--- src/rtl/mips_abb_pkg.sv ---
// Shared pipeline-control types: per-stage hold vector, hold/reset levels,
// controller state encoding and stage indices into the hold vector.
package mips_abb_pkg;
  typedef logic [5:0] stack;

  localparam logic STOP   = 1'b1;
  localparam logic NOSTOP = 1'b0;
  localparam logic RESET  = 1'b1;

  typedef enum logic [1:0] {
    RUN     = 2'd0,
    MC_WAIT = 2'd1,
    FLUSH   = 2'd2
  } ctrl_state_t;

  localparam int STAGE_IF  = 0;
  localparam int STAGE_ID  = 1;
  localparam int STAGE_EX  = 2;
  localparam int STAGE_MEM = 3;
endpackage

--- src/rtl/mc_counter.sv ---
// Down-counter tracking remaining EX occupancy of a multi-cycle op.
// Load wins over decrement, clear wins over both; never wraps below zero.
module mc_counter #(
  parameter int MC_CNT_W = 6
) (
  input  logic                clk,
  input  logic                rst,
  input  logic                i_clr,
  input  logic                i_load,
  input  logic [MC_CNT_W-1:0] i_load_val,
  input  logic                i_dec,
  output logic [MC_CNT_W-1:0] o_cnt,
  output logic                o_zero
);
  logic [MC_CNT_W-1:0] r_cnt;

  always_ff @(posedge clk) begin
    if (rst) begin
      r_cnt <= '0;
    end else if (i_clr) begin
      r_cnt <= '0;
    end else if (i_load) begin
      r_cnt <= i_load_val;
    end else if (i_dec && (r_cnt != '0)) begin
      r_cnt <= r_cnt - MC_CNT_W'(1);
    end
  end

  assign o_cnt  = r_cnt;
  assign o_zero = (r_cnt == '0);
endmodule

--- src/rtl/pipe_ctrl.sv ---
// Pipeline hold/flush controller: combinational per-stage stall from the
// deepest stalled stage, plus a RUN/MC_WAIT/FLUSH sequencer for EX and flushes.
module pipe_ctrl
  import mips_abb_pkg::*;
#(
  parameter int MC_CNT_W = 6
) (
  input  logic                cpu_clk,
  input  logic                cpu_rst,
  input  logic                if_bus_req,
  input  logic                if_bus_ack,
  input  logic                id_stallreq,
  input  logic                ex_mc_start,
  input  logic [MC_CNT_W-1:0] ex_mc_cycles,
  input  logic                mem_bus_req,
  input  logic                mem_bus_ack,
  input  logic                flush_req,
  output stack                stop,
  output logic                flush,
  output logic                mc_busy
);
  ctrl_state_t         r_state;
  ctrl_state_t         w_state_nxt;
  logic                w_load;
  logic                w_mc_long;
  logic                w_cnt_zero;
  logic [MC_CNT_W-1:0] w_cnt;
  logic [MC_CNT_W-1:0] w_load_val;
  logic                w_in_rst;
  logic                w_s_if, w_s_id, w_s_ex, w_s_mem;

  assign w_in_rst   = (cpu_rst == RESET);
  assign w_mc_long  = (ex_mc_cycles >= MC_CNT_W'(2));
  assign w_load_val = ex_mc_cycles - MC_CNT_W'(1);

  always_ff @(posedge cpu_clk) begin
    if (w_in_rst) begin
      r_state <= RUN;
    end else begin
      r_state <= w_state_nxt;
    end
  end

  always_comb begin
    w_state_nxt = r_state;
    w_load      = 1'b0;
    case (r_state)
      RUN: begin
        if (ex_mc_start && w_mc_long) begin
          w_state_nxt = MC_WAIT;
          w_load      = 1'b1;
        end
      end
      // Leave on the edge where the counter drops to zero so a new op can start right away.
      MC_WAIT: begin
        if (w_cnt <= MC_CNT_W'(1)) begin
          w_state_nxt = RUN;
        end
      end
      FLUSH:   w_state_nxt = RUN;
      default: w_state_nxt = RUN;
    endcase
    if (flush_req) begin
      w_state_nxt = FLUSH;
      w_load      = 1'b0;
    end
  end

  mc_counter #(
    .MC_CNT_W(MC_CNT_W)
  ) u_mc_counter (
    .clk        (cpu_clk),
    .rst        (w_in_rst),
    .i_clr      (flush_req),
    .i_load     (w_load),
    .i_load_val (w_load_val),
    .i_dec      (1'b1),
    .o_cnt      (w_cnt),
    .o_zero     (w_cnt_zero)
  );

  assign mc_busy = ~w_cnt_zero;
  assign flush   = (r_state == FLUSH) && !w_in_rst;

  // Bus stalls are never latched: they exist only while req is high and ack low.
  assign w_s_mem = mem_bus_req & ~mem_bus_ack;
  assign w_s_ex  = mc_busy;
  assign w_s_id  = id_stallreq;
  assign w_s_if  = if_bus_req & ~if_bus_ack;

  always_comb begin
    stop = {6{NOSTOP}};
    if (!w_in_rst && (r_state != FLUSH)) begin
      if (w_s_mem) begin
        stop[STAGE_MEM:0] = {(STAGE_MEM + 1){STOP}};
      end else if (w_s_ex) begin
        stop[STAGE_EX:0] = {(STAGE_EX + 1){STOP}};
      end else if (w_s_id) begin
        stop[STAGE_ID:0] = {(STAGE_ID + 1){STOP}};
      end else if (w_s_if) begin
        stop[STAGE_IF] = STOP;
      end
    end
  end
endmodule

--- config.mk ---
export PLATFORM = sky130hd
export DESIGN_NAME = pipe_ctrl
export DESIGN_NICKNAME = d
export VERILOG_FILES = /design/src/rtl/mips_abb_pkg.sv /design/src/rtl/mc_counter.sv /design/src/rtl/pipe_ctrl.sv
export SDC_FILE = /design/constraint.sdc
export NUM_CORES = 1
export LEC_CHECK = 0
export CAP_MARGIN = 20
export CORE_UTILIZATION = 30
export CTS_BUF_LIST = sky130_fd_sc_hd__clkbuf_16
export CTS_CLUSTER_SIZE = 28
export DETAILED_ROUTE_END_ITERATION = 8
export PLACE_DENSITY = 0.54
export SLEW_MARGIN = 40
export SYNTH_ARGS = -nofsm -noshare
export SYNTH_HDL_FRONTEND = slang
export SYNTH_HIERARCHICAL = 1
export SYNTH_SLANG_ARGS = --single-unit
--- constraint.sdc ---
create_clock -name cpu_clk -period 4 [get_ports cpu_clk]
set_clock_uncertainty 0.2 [all_clocks]
set_input_delay 0.8 -clock cpu_clk [delete_from_list [all_inputs] [get_ports cpu_clk]]
set_output_delay 0.8 -clock cpu_clk [all_outputs]
set_load 0.01 [all_outputs]
==> metrics.txt <==
largest net degree at the start of global routing 11; area added between synthesis and finish 49.31%; Peak supply drop 0.1682 mV; global-route wire length before repair 2097 um; mean area per synthesized cell 7.643 sq um; Syn. warnings 6; chip width 47.99 um; nets 130; clock root buffer clkbuf_16; CP Capture Type output port; H-tree lvl count 1; Max Slew Vio Count 0; ANT cells 0; initial antenna violation count 0; CP arrival 2.21 ns; Power Density 367.2 mW/mm^2; Iteration-0 DRC Markers 2; Die ar. 0.002303 sq mm; post-synthesis register bit count 8; io pins 23; Yosys cell types 29; Reg2Reg Depth 4; Tmin final 3.210 ns; min-delay worst type register to register; EDFF count, synth 0; setup_tns 0 ns; Gate Count Post-Synth 83; # DRC 0; Rows 16; Setup crit start cpu_rst; hold_buf cts 0; Hold WS 0.3034 ns; Async S/R FF share, synth 0%; FF-to-FF End u_mc_counter/o_cnt[1]; vias in the first global route 529; Overflow after GRT 0; core box area 0.001982 sq mm; Routed WL 1357 um; CP required 3.00 ns; reg2reg setup slack 2.15 ns; Die Ht 47.99 um; Peak Freq 0.3115 GHz; CTS Buf Count 3; footprint of the multi-input gates 440.4 sq um; r2r startpoint u_mc_counter/o_cnt[2]; leakage power 0.0003812 uW; outcome complete, no violations; predominant post-synthesis flop cell dfxtp_1; HPWL Detailed 1100 um; max cap viols 0; clock latency on the worst-skew pair 0.23 ns; Vias per Instance 4.463; final hold vios 0; Setup-failing EPs final 0; Reg area 160.2 sq um; nature of the critical path startpoint input pin; clock-pin slew on the worst setup and hold paths 0.04 ns; Post-CTS Setup Inserts 0; share of cells above drive strength 1 6.422%; vias post-DR 607; Mapped Area 634.4 sq um; Port Buffers 20; crit path max fanout 5; fillcell total 197; Max clock buf depth 2; register area share after synthesis 25.25%; initial core utilization 32.01%; All-Layer GR Usage 13.45%; Worst Path Class, Setup input pin to output port; CTS tree built; Sink Count 8; Critical Path Sink stop[1]; fin crit share 80.25%; unrepaired setup endpoints after global routing no; DR WL/cell 9.978 um; TritonRoute pass-1 iters 4; post-CTS sizing 0; Routability Congestion 0.6918; post-route ant nets 0
## layout by cell type, fill, tap and decap left out, types with 2 or more instances in the layout
cell and n:
clkdlybuf4s50_1 20, inv_1 9, nor2_1 8, dfxtp_1 8
a21oi_1 7, conb_1 7, o21ai_0 7, nand2b_1 5
xor2_1 4, ha_1 4, nand2_1 3, xnor2_1 3
a31oi_1 3, clkbuf_16 3, nor3_1 2, nor4_1 2
## cell usage after synthesis (2+ instances only)
| cell | instances | share of area [%] |
|---|---|---|
| a31oi_1 | 3 | 3.0 |
| xnor2_1 | 3 | 4.1 |
| ha_1 | 4 | 7.9 |
| nand2b_1 | 5 | 4.9 |
| dfxtp_1 | 8 | 25 |
| a21oi_1 | 7 | 5.5 |
| nor4_1 | 2 | 2.0 |
| inv_1 | 9 | 5.3 |
| nor3_1 | 2 | 1.6 |
| nand2_1 | 3 | 1.8 |
| buf_4 | 2 | 2.4 |
| xor2_1 | 4 | 5.5 |
| nor2_1 | 8 | 4.7 |
| conb_1 | 2 | 1.2 |
| o21ai_0 | 7 | 5.5 |
## kinds of logic after synthesis
kind of cell / count (synthesis) / synth area share, %
and+or+nand+nor: 27 / 23.47
AOI/OAI and AO/OA: 22 / 22.49
buffers and inverters: 12 / 8.282
DFF: 8 / 25.25
xor gates and xnor gates: 7 / 9.665
adders and majority gates: 4 / 7.890
other: 2 / 1.184
muxes: 1 / 1.775
## power breakdown
part           switching, uW  total [uW]  internal, uW  leakage [uW]
Combinational           43.1        90.8          47.7      0.000279
Sequential              4.62        89.9          85.2     0.0000654
Clock                   38.3         167           129     0.0000370
Total                   86.0         348           262      0.000381
## critical path, stage by stage
cell and delay [ns]:
clkdlybuf4s50_1 0.47, nand2b_1 0.22, a31oi_1 0.17, clkdlybuf4s50_1 0.55
## final cells by class
| type | instances | area share (%) |
|---|---|---|
| Clock buffer | 3 | 7.926 |
| Inverter | 10 | 3.963 |
| Multi-Input combinational cell | 68 | 46.50 |
| Sequential cell | 8 | 16.91 |
| Tap cell | 27 | 3.567 |
| Timing Repair Buffer | 20 | 21.14 |
## metrics by stage
step                setup slack, ns  instance area (sq um)  total power, uW  std cells  utilization (%)
detailed placement           0.7715                  872.1            181.6        133            44.00
finish                       0.7899                  947.2            347.8        136            47.79
CTS                          0.7773                  947.2            350.5        136            47.79
global route                 0.6892                  947.2            367.2        136            47.79
floorplan                     1.702                  653.1            143.0         88                -
global placement             0.8385                  872.1            180.7        133            44.00
## how the worst min path moves through the flow
| stage | start | end | slack (ns) | cells after the start |
|---|---|---|---|---|
| 6_report | r_state[0] | r_state[0] | 0.30 | 2 |
| 5_1_grt | r_state[0] | r_state[0] | 0.32 | 2 |
| 4_1_cts | r_state[0] | r_state[0] | 0.31 | 2 |
| 3_5_place_dp | r_state[0] | r_state[0] | 0.29 | 2 |
| 3_3_place_gp | r_state[0] | r_state[0] | 0.30 | 2 |
| 2_1_floorplan | r_state[0] | r_state[0] | 0.27 | 2 |
## routing by layer
metal | track usage (%) | routed length (um) | vias to the layer above
li1 | - | - | 335
met1 | 15.02 | 608 | 254
met2 | 24.32 | 701 | 18
met3 | 2.264 | 47 | 0
met4 | 6.667 | 0 | 0
met5 | 0 | 0 | -
## sequential cells by signal, summed over array words and instances (netlist names)
signal and count:
u_mc_counter/o_cnt 6, r_state 2
Note: power is estimated with default switching activity, not from simulation.
